**config.mk**
```make
export PLATFORM = sky130hd
export DESIGN_NAME = wb_req_slice_flat
export DESIGN_NICKNAME = d
export VERILOG_FILES = /design/src/rtl/wb_req_slice_if.sv /design/src/rtl/wb_req_slice.sv /design/src/flat_wrapper.sv
export SDC_FILE = /design/constraint.sdc
export NUM_CORES = 1
export LEC_CHECK = 0
export BUFFER_PORTS_ARGS = -buffer_cell sky130_fd_sc_hd__buf_2
export CAP_MARGIN = 15
export CORE_MARGIN = 8
export CORE_UTILIZATION = 40
export CTS_CLUSTER_DIAMETER = 30
export CTS_CLUSTER_SIZE = 8
export DETAILED_ROUTE_END_ITERATION = 8
export PLACE_DENSITY = 0.75
export SYNTH_ARGS = -nofsm -noshare
export SYNTH_HDL_FRONTEND = slang
export SYNTH_SLANG_ARGS = --single-unit
export TNS_END_PERCENT = 20
```
**constraint.sdc**
```tcl
create_clock -name clk -period 4.95 [get_ports clk]
set_clock_uncertainty 0.15 [all_clocks]
set_input_delay 0.2475 -clock clk [delete_from_list [all_inputs] [get_ports clk]]
set_output_delay 0.2475 -clock clk [all_outputs]
set_load 0.05 [all_outputs]
```
**src/rtl/wb_req_slice_if.sv**
```systemverilog
// Wishbone classic bus bundle used on both sides of wb_req_slice.
// The master modport drives the request and samples the response; the slave
// modport is the mirror image. dat_w carries write data, dat_r read data.
interface wb_req_slice_if #(
   parameter int DATA_WIDTH = 32,
   parameter int ADDR_WIDTH = 32
);
   logic                      cyc;
   logic                      stb;
   logic                      we;
   logic [ADDR_WIDTH-1:0]     adr;
   logic [DATA_WIDTH-1:0]     dat_w;
   logic [DATA_WIDTH/8-1:0]   sel;
   logic [2:0]                cti;
   logic [1:0]                bte;
   logic                      ack;
   logic                      err;
   logic                      rty;
   logic [DATA_WIDTH-1:0]     dat_r;

   modport master (
      output cyc, stb, we, adr, dat_w, sel, cti, bte,
      input  ack, err, rty, dat_r
   );

   modport slave (
      input  cyc, stb, we, adr, dat_w, sel, cti, bte,
      output ack, err, rty, dat_r
   );
endinterface

```
**src/rtl/wb_req_slice.sv**
```systemverilog
// wb_req_slice: registered Wishbone request/response slice placed in front of
// the Wishbone-to-AXI bridge. Every output comes from a flop, upstream bursts
// are split into classic single-beat cycles, and the downstream request stays
// frozen until the downstream answers, even if the upstream walks away.
// Optional feature macro: WB_TIMEOUT_EN (downstream timeout with DRAIN state).
module wb_req_slice #(
   parameter int DATA_WIDTH     = 32,
   parameter int ADDR_WIDTH     = 32,
   parameter int TIMEOUT_CYCLES = 1024
) (
   input logic            clk,
   input logic            rst,
   wb_req_slice_if.slave  s_wb,
   wb_req_slice_if.master m_wb
);
   localparam int SEL_WIDTH = DATA_WIDTH / 8;

   typedef enum logic [1:0] {
      IDLE  = 2'd0,
      REQ   = 2'd1,
      RESP  = 2'd2
`ifdef WB_TIMEOUT_EN
      , DRAIN = 2'd3
`endif
   } state_t;

   state_t                  state;
   state_t                  state_next;

   logic                    req_cyc;
   logic                    req_we;
   logic [ADDR_WIDTH-1:0]   req_adr;
   logic [DATA_WIDTH-1:0]   req_dat;
   logic [SEL_WIDTH-1:0]    req_sel;

   logic                    resp_ack;
   logic                    resp_err;
   logic                    resp_rty;
   logic [DATA_WIDTH-1:0]   resp_dat;

   logic                    abort;
   logic                    accept;
   logic                    resp_any;
   logic                    abort_now;
   logic                    unused_inputs;

   assign accept    = s_wb.cyc & s_wb.stb;
   assign resp_any  = m_wb.ack | m_wb.err | m_wb.rty;
   assign abort_now = abort | ~s_wb.cyc;

   // Burst qualifiers are deliberately ignored: every beat becomes a classic cycle.
   assign unused_inputs = ^{s_wb.cti, s_wb.bte};

`ifdef WB_TIMEOUT_EN
   localparam int CNT_WIDTH = $clog2(TIMEOUT_CYCLES + 1);

   logic [CNT_WIDTH-1:0]    tmo_cnt;
   logic                    timeout_hit;

   // Count cycles spent waiting in REQ, restarting for every accepted request.
   always_ff @(posedge clk or posedge rst) begin
      if (rst) begin
         tmo_cnt <= '0;
      end else if (state == IDLE && state_next == REQ) begin
         tmo_cnt <= '0;
      end else if (state == REQ) begin
         tmo_cnt <= tmo_cnt + 1'b1;
      end
   end

   assign timeout_hit = (tmo_cnt == CNT_WIDTH'(TIMEOUT_CYCLES - 1));
`else
   localparam int unused_timeout_cycles = TIMEOUT_CYCLES;
`endif

   // State register.
   always_ff @(posedge clk or posedge rst) begin
      if (rst) begin
         state <= IDLE;
      end else begin
         state <= state_next;
      end
   end

   // Next-state decode; a real response always beats a timeout in the same cycle.
   always_comb begin
      state_next = state;
      case (state)
         IDLE: begin
            if (accept) begin
               state_next = REQ;
            end
         end
         REQ: begin
            if (resp_any) begin
               state_next = abort_now ? IDLE : RESP;
            end
`ifdef WB_TIMEOUT_EN
            else if (timeout_hit) begin
               state_next = DRAIN;
            end
`endif
         end
         RESP: begin
            state_next = IDLE;
         end
`ifdef WB_TIMEOUT_EN
         DRAIN: begin
            if (resp_any) begin
               state_next = IDLE;
            end
         end
`endif
         default: begin
            state_next = IDLE;
         end
      endcase
   end

   // Abort flag remembers an upstream that dropped cyc while the downstream is busy.
   always_ff @(posedge clk or posedge rst) begin
      if (rst) begin
         abort <= 1'b0;
      end else if (state == REQ && state_next == REQ) begin
         abort <= abort_now;
      end else begin
         abort <= 1'b0;
      end
   end

   // Registered request, downstream strobe and one-cycle upstream status pulses.
   always_ff @(posedge clk or posedge rst) begin
      if (rst) begin
         req_cyc  <= 1'b0;
         req_we   <= 1'b0;
         req_adr  <= '0;
         req_dat  <= '0;
         req_sel  <= '0;
         resp_ack <= 1'b0;
         resp_err <= 1'b0;
         resp_rty <= 1'b0;
         resp_dat <= '0;
      end else begin
         resp_ack <= 1'b0;
         resp_err <= 1'b0;
         resp_rty <= 1'b0;
         req_cyc  <= (state_next == REQ);
`ifdef WB_TIMEOUT_EN
         if (state_next == DRAIN) begin
            req_cyc <= 1'b1;
         end
         if (state == REQ && !resp_any && timeout_hit) begin
            resp_err <= ~abort_now;
         end
`endif
         if (state == IDLE && accept) begin
            req_we  <= s_wb.we;
            req_adr <= s_wb.adr;
            req_dat <= s_wb.dat_w;
            req_sel <= s_wb.sel;
         end
         if (state == REQ && resp_any) begin
            resp_dat <= m_wb.dat_r;
            if (!abort_now) begin
               resp_err <= m_wb.err;
               resp_rty <= ~m_wb.err & m_wb.rty;
               resp_ack <= ~m_wb.err & ~m_wb.rty & m_wb.ack;
            end
         end
      end
   end

   assign m_wb.cyc   = req_cyc;
   assign m_wb.stb   = req_cyc;
   assign m_wb.we    = req_we;
   assign m_wb.adr   = req_adr;
   assign m_wb.dat_w = req_dat;
   assign m_wb.sel   = req_sel;
   assign m_wb.cti   = 3'b000;
   assign m_wb.bte   = 2'b00;

   assign s_wb.ack   = resp_ack;
   assign s_wb.err   = resp_err;
   assign s_wb.rty   = resp_rty;
   assign s_wb.dat_r = resp_dat;
endmodule

```
**src/flat_wrapper.sv**
```systemverilog
// flat-port wrapper written by rule: the top's interface ports become plain ports
module wb_req_slice_flat 
#(
   parameter int DATA_WIDTH     = 32,
   parameter int ADDR_WIDTH     = 32,
   parameter int TIMEOUT_CYCLES = 1024
)
  (clk, rst, s_wb_cyc, s_wb_stb, s_wb_we, s_wb_adr, s_wb_dat_w, s_wb_sel, s_wb_cti, s_wb_bte, s_wb_ack, s_wb_err, s_wb_rty, s_wb_dat_r, m_wb_cyc, m_wb_stb, m_wb_we, m_wb_adr, m_wb_dat_w, m_wb_sel, m_wb_cti, m_wb_bte, m_wb_ack, m_wb_err, m_wb_rty, m_wb_dat_r);
  wb_req_slice_if #(.DATA_WIDTH(DATA_WIDTH), .ADDR_WIDTH(ADDR_WIDTH)) s_wb_i ();
  wb_req_slice_if #(.DATA_WIDTH(DATA_WIDTH), .ADDR_WIDTH(ADDR_WIDTH)) m_wb_i ();
  input logic clk;
  input logic rst;
  input wire logic [$bits(s_wb_i.cyc)-1:0] s_wb_cyc;
  input wire logic [$bits(s_wb_i.stb)-1:0] s_wb_stb;
  input wire logic [$bits(s_wb_i.we)-1:0] s_wb_we;
  input wire logic [$bits(s_wb_i.adr)-1:0] s_wb_adr;
  input wire logic [$bits(s_wb_i.dat_w)-1:0] s_wb_dat_w;
  input wire logic [$bits(s_wb_i.sel)-1:0] s_wb_sel;
  input wire logic [$bits(s_wb_i.cti)-1:0] s_wb_cti;
  input wire logic [$bits(s_wb_i.bte)-1:0] s_wb_bte;
  output wire logic [$bits(s_wb_i.ack)-1:0] s_wb_ack;
  output wire logic [$bits(s_wb_i.err)-1:0] s_wb_err;
  output wire logic [$bits(s_wb_i.rty)-1:0] s_wb_rty;
  output wire logic [$bits(s_wb_i.dat_r)-1:0] s_wb_dat_r;
  output wire logic [$bits(m_wb_i.cyc)-1:0] m_wb_cyc;
  output wire logic [$bits(m_wb_i.stb)-1:0] m_wb_stb;
  output wire logic [$bits(m_wb_i.we)-1:0] m_wb_we;
  output wire logic [$bits(m_wb_i.adr)-1:0] m_wb_adr;
  output wire logic [$bits(m_wb_i.dat_w)-1:0] m_wb_dat_w;
  output wire logic [$bits(m_wb_i.sel)-1:0] m_wb_sel;
  output wire logic [$bits(m_wb_i.cti)-1:0] m_wb_cti;
  output wire logic [$bits(m_wb_i.bte)-1:0] m_wb_bte;
  input wire logic [$bits(m_wb_i.ack)-1:0] m_wb_ack;
  input wire logic [$bits(m_wb_i.err)-1:0] m_wb_err;
  input wire logic [$bits(m_wb_i.rty)-1:0] m_wb_rty;
  input wire logic [$bits(m_wb_i.dat_r)-1:0] m_wb_dat_r;
  assign s_wb_i.cyc = s_wb_cyc;
  assign s_wb_i.stb = s_wb_stb;
  assign s_wb_i.we = s_wb_we;
  assign s_wb_i.adr = s_wb_adr;
  assign s_wb_i.dat_w = s_wb_dat_w;
  assign s_wb_i.sel = s_wb_sel;
  assign s_wb_i.cti = s_wb_cti;
  assign s_wb_i.bte = s_wb_bte;
  assign s_wb_ack = s_wb_i.ack;
  assign s_wb_err = s_wb_i.err;
  assign s_wb_rty = s_wb_i.rty;
  assign s_wb_dat_r = s_wb_i.dat_r;
  assign m_wb_cyc = m_wb_i.cyc;
  assign m_wb_stb = m_wb_i.stb;
  assign m_wb_we = m_wb_i.we;
  assign m_wb_adr = m_wb_i.adr;
  assign m_wb_dat_w = m_wb_i.dat_w;
  assign m_wb_sel = m_wb_i.sel;
  assign m_wb_cti = m_wb_i.cti;
  assign m_wb_bte = m_wb_i.bte;
  assign m_wb_i.ack = m_wb_ack;
  assign m_wb_i.err = m_wb_err;
  assign m_wb_i.rty = m_wb_rty;
  assign m_wb_i.dat_r = m_wb_dat_r;
  wb_req_slice #(.DATA_WIDTH(DATA_WIDTH), .ADDR_WIDTH(ADDR_WIDTH), .TIMEOUT_CYCLES(TIMEOUT_CYCLES)) u_core (.clk(clk), .rst(rst), .s_wb(s_wb_i), .m_wb(m_wb_i));
endmodule
```
# [Yosys cells after proc, flatten, opt, wreduce, memory -nomap -nowiden]
# Index checks and enable logic that the tools add are counted.
[word_totals] ff_bits=108 elab_cells=38 output_inout_bits=111 in_bits=113
[classes] bitwise=10 n_reduce_logical=4 n_eq_ne=2 n_mux=11
[ops] operator="1-bit two-way mux" count=7
[ops] operator="2-bit two-way mux" count=3
[ops] operator="1-bit bitwise AND" count=4
[ops] operator="2-bit by 1-bit == test with 1-bit output, second input constant" count=2
[ops] operator="2-bit one-hot mux with 2 select lines" count=1
[ops] operator="1-bit logical AND" count=3
[ops] operator="1-bit inverter" count=3
[ops] operator="1-bit bitwise OR" count=3
[ops] operator="2-bit zero test" count=1

# [Depth between registers and ports, before layout]
[depth] word_depth=8 depth_mapped=4 depth_no_buf=3

# [Worst setup path after synthesis]
# OpenSTA, ideal clock, no wires.
[synth_path] path_kind="reg2reg" startpoint="reg u_core.state[0]" endpoint="reg u_core.req_adr[0], in the netlist u_core.m_wb.adr[0]" path_stages_with_launch=4 setup_time_ns=0.125 required_ns=4.675 period_less_slack_ns=1.582 slack_ns=3.368 n_path_buf=1 arrival_time_ns=1.307 cell_sequence="dfrtp_1 nor3_4 buf_6 mux2_2"
[synth_between] elab_chain_cells=2
[synth_lines] item="start: declaration" line_no="wb_req_slice.sv:27" source="state_t state;"
[synth_lines] item="start signal: assignment" line_no="wb_req_slice.sv:81" source="state <= state_next;"
[synth_lines] item="2-bit zero test" line_no="wb_req_slice.sv:156" source="if (state == IDLE && accept) begin"
[synth_lines] item="1-bit logical AND" line_no="wb_req_slice.sv:156"
[synth_lines] item="end signal: assignment" line_no="wb_req_slice.sv:158" source="req_adr <= s_wb.adr;"
[synth_lines] item="end: declaration" line_no="wb_req_slice.sv:32" source="logic [ADDR_WIDTH-1:0] req_adr;"
# No other way between the ends.
# A chain may end at the register's enable or synchronous reset.

# [Worst setup path after layout]
[layout_path] startpoint="reg u_core.state[1]" endpoint="reg u_core.resp_ack, in the netlist u_core.s_wb.ack"
[layout_between] elab_chain_cells=3
[layout_lines] item="2-bit by 1-bit == test with 1-bit output" line_no="wb_req_slice.sv:162" source="if (state == REQ && resp_any) begin"
[layout_lines] item="1-bit logical AND" line_no="wb_req_slice.sv:162"
[layout_lines] item="1-bit two-way mux" line_no="wb_req_slice.sv:162"
[layout_lines] item="end signal: assignment" line_no="wb_req_slice.sv:167" source="resp_ack <= ~m_wb.err & ~m_wb.rty & m_wb.ack;"
[layout_lines] item="end: declaration" line_no="wb_req_slice.sv:36" source="logic resp_ack;"
# No other way between the ends.

==> flow_summary.toml <==
[global_routing]
grt_pass1_wl_mm = 18.4
grt_pass1_vias = 3647
grt.met3_usage = 0.0605
use_met2 = 0.317
grt_use_met1 = 0.177
grt_max_degree = 66
grt.busiest_layer = "met2"
antenna_found_initial = 1
overflow = 0
gr-usage-all-layers = 0.174

[timing]
fin_crit_ns = 1.91
min_period_over_period = 0.386
slew_headroom = 0.470
worst_pin_slew_ns = 0.796
hold_violations = 0
finalSetupTns_ns = 0
rsz0062_at_grt = "false"
finalSetupViolCount = 0
drv_slew = 0
max_freq_mhz = 523

[clock_tree]
clkTransAtPathRegs_ns = 0.08
cts_tree = "yes"
clkLatencyLatePin_ns = 0.34
clockRootBuffer = "clkbuf_8"
cts_num_sinks = 108
cts_buffer_depth = 2
htreeDepth = 3
numCtsBuffers = 9

[critical_path]
crit_fanout = 5
crit_buf_inv = 1
criticalPathCategory = "reg -> reg"
startpoint_type = "register"
crit_path_cell_trace = "nand2b_1 > nand2b_1 > nor4b_1 > dlygate4sd3_1"
worst_setup_path_end_kind = "register"
max_stage_delay_ns = 0.58
crit_cells = 4
slowest_stage = "dlygate4sd3_1"
worstPathRequired_ns = 5.08
crit_arrival_ns = 2.04
reg2regPathDepth = 4
crit_family = "simple AND/OR/NAND/NOR gates"
crit_top_cell = "nand2b_1"

[floorplanning]
die_h_um = 117
rows = 37
core_area_um2 = 10100
start_util = 0.405
dieArea_um2 = 13800
pin_count = 224
die_w_um = 117

[yosys]
synthCells = 243
ys_seq_elements = 108
ys_seq_area_frac = 0.659
ys_types = 19
syn_area_um2 = 4100
avgSynthCellArea_um2 = 16.9
yosys_warnings = 0

[power_and_ir_drop]
leakagePower_nw = 3.10
ir_worst_vdd_uv = 248
p_per_area_nw_per_um2 = 452

[layout]
utilization = 0.636
final_nets = 677
drive_above_1_share = 0.580
mostFrequentLayoutCell = "buf_2"
syn2layout_area_growth_pct = 57.1
num-fill-cells = 746
fin_cells = 701
layout_common_cells = "213 x buf_2, 108 x dfrtp_1, 105 x dlygate4sd3_1"

[drt]
drtPass1Iterations = 4
via_count = 3185
detail-route-antenna-nets = 0
dr.first_iter.drc_count = 80
wl_per_cell_um = 16.8
viasPerCell = 4.54
route.detailed.drc = 0
finalWirelength_mm = 11.8

[place]
hpwl_mm = 7.76
place_inst = 584
place_congestion = 0.720
io_buffers = 213

[min_path]
hp-class = "in -> reg"
holdPathStages = 3

[job]
max-cap-violations = 0

[outcome]
status = "finished clean"
## sequential cells by signal, indices dropped and copies added, names as in the netlist
name,flops
u_core.abort,1
u_core.m_wb.adr,32
u_core.m_wb.cyc,1
u_core.m_wb.dat_w,32
u_core.m_wb.sel,4
u_core.m_wb.we,1
u_core.s_wb.ack,1
u_core.s_wb.dat_r,32
u_core.s_wb.err,1
u_core.s_wb.rty,1
u_core.state,2
## cell type report
type	count	area, um^2	area share
Sequential cell	108	2700	0.419
Timing Repair Buffer	322	2150	0.333
Multi-Input combinational cell	121	1260	0.196
Tap cell	136	170	0.0264
Clock buffer	11	151	0.0235
Inverter	2	10.0	0.00155
Antenna cell	1	2.50	0.000388
## stage by stage
stage          hold slack [ns]  power, mW  instance area (um^2)  setup slack (ns)
2_1_floorplan            0.167       2.11                  4120              1.71
3_3_place_gp             0.294       2.39                  5240              3.20
3_5_place_dp             0.310       2.42                  5240              3.16
4_1_cts                0.00978       2.95                  6440              3.01
5_1_grt                 0.0433       3.05                  6440              2.88
6_report                0.0421       2.91                  6440              3.04
## logic make-up after synthesis
family / Yosys count / share of synthesized area
buffers and inverters: 18 / 0.0375
AOI/OAI and AO/OA: 2 / 0.00366
other: 1 / 0.000914
DFF: 108 / 0.659
muxes: 101 / 0.277
and+or+nand+nor: 13 / 0.0220
## synth_stat cells
library cell / number / area, um^2
nor2_1: 2 / 7.51
inv_1: 2 / 7.51
nor2_2: 1 / 6.26
nand2b_1: 2 / 12.5
nor2b_1: 1 / 6.26
nor3b_1: 1 / 7.51
conb_1: 1 / 3.75
nor3_4: 1 / 16.3
nor4b_1: 1 / 8.76
nor3_2: 1 / 10.0
or3_1: 1 / 6.26
nor3_1: 1 / 5.00
o21bai_1: 2 / 15.0
mux2_1: 6 / 67.6
nand2_1: 1 / 3.75
buf_6: 7 / 78.8
mux2_2: 95 / 1070
buf_4: 9 / 67.6
dfrtp_1: 108 / 2700
## report_power, final
part / switching (mW) / total [mW] / internal [mW]
Clock: 0.251 / 0.449 / 0.197
Sequential: 0.0947 / 1.17 / 1.07
Combinational: 0.926 / 1.30 / 0.370
Total: 1.27 / 2.91 / 1.64
## timing repair
item	4_1_cts	5_1_grt
gates resized for setup	0	0
endpoints found under the hold margin	168	0
hold buffers	105	0
buffers inserted	0	0
## path summary, 6_finish.rpt
kind | start | to | slack (ns)
min reg2reg | u_core.m_wb.adr[19]$_DFFE_PP0P_ | u_core.m_wb.adr[19]$_DFFE_PP0P_ | 0.33
max in group asynchronous | rst | u_core.m_wb.cyc$_DFF_PP0_ | 3.13
min | m_wb_ack | u_core.state[1]$_DFF_PP0_ | 0.04
max | u_core.state[1]$_DFF_PP0_ | u_core.s_wb.ack$_DFF_PP0_ | 3.04
max reg2reg | u_core.state[1]$_DFF_PP0_ | u_core.s_wb.ack$_DFF_PP0_ | 3.04
min in group asynchronous | rst | u_core.s_wb.dat_r[12]$_DFFE_PP0P_ | 0.44
## layer usage
layer / up-vias / routed length (um) / share of wire
li1: 1462 / - / -
met1: 1578 / 4120 / 0.35
met2: 132 / 6240 / 0.53
met3: 13 / 1260 / 0.11
met4: 0 / 173 / 0.015
met5: - / 0 / 0
## worst reg2reg max path, cell delays in order (launching register included)
cell,delay (ns)
dfrtp_1,0.41
nand2b_1,0.22
nand2b_1,0.23
nor4b_1,0.27
dlygate4sd3_1,0.58
No activity file was read; power rests on OpenSTA's default activity.
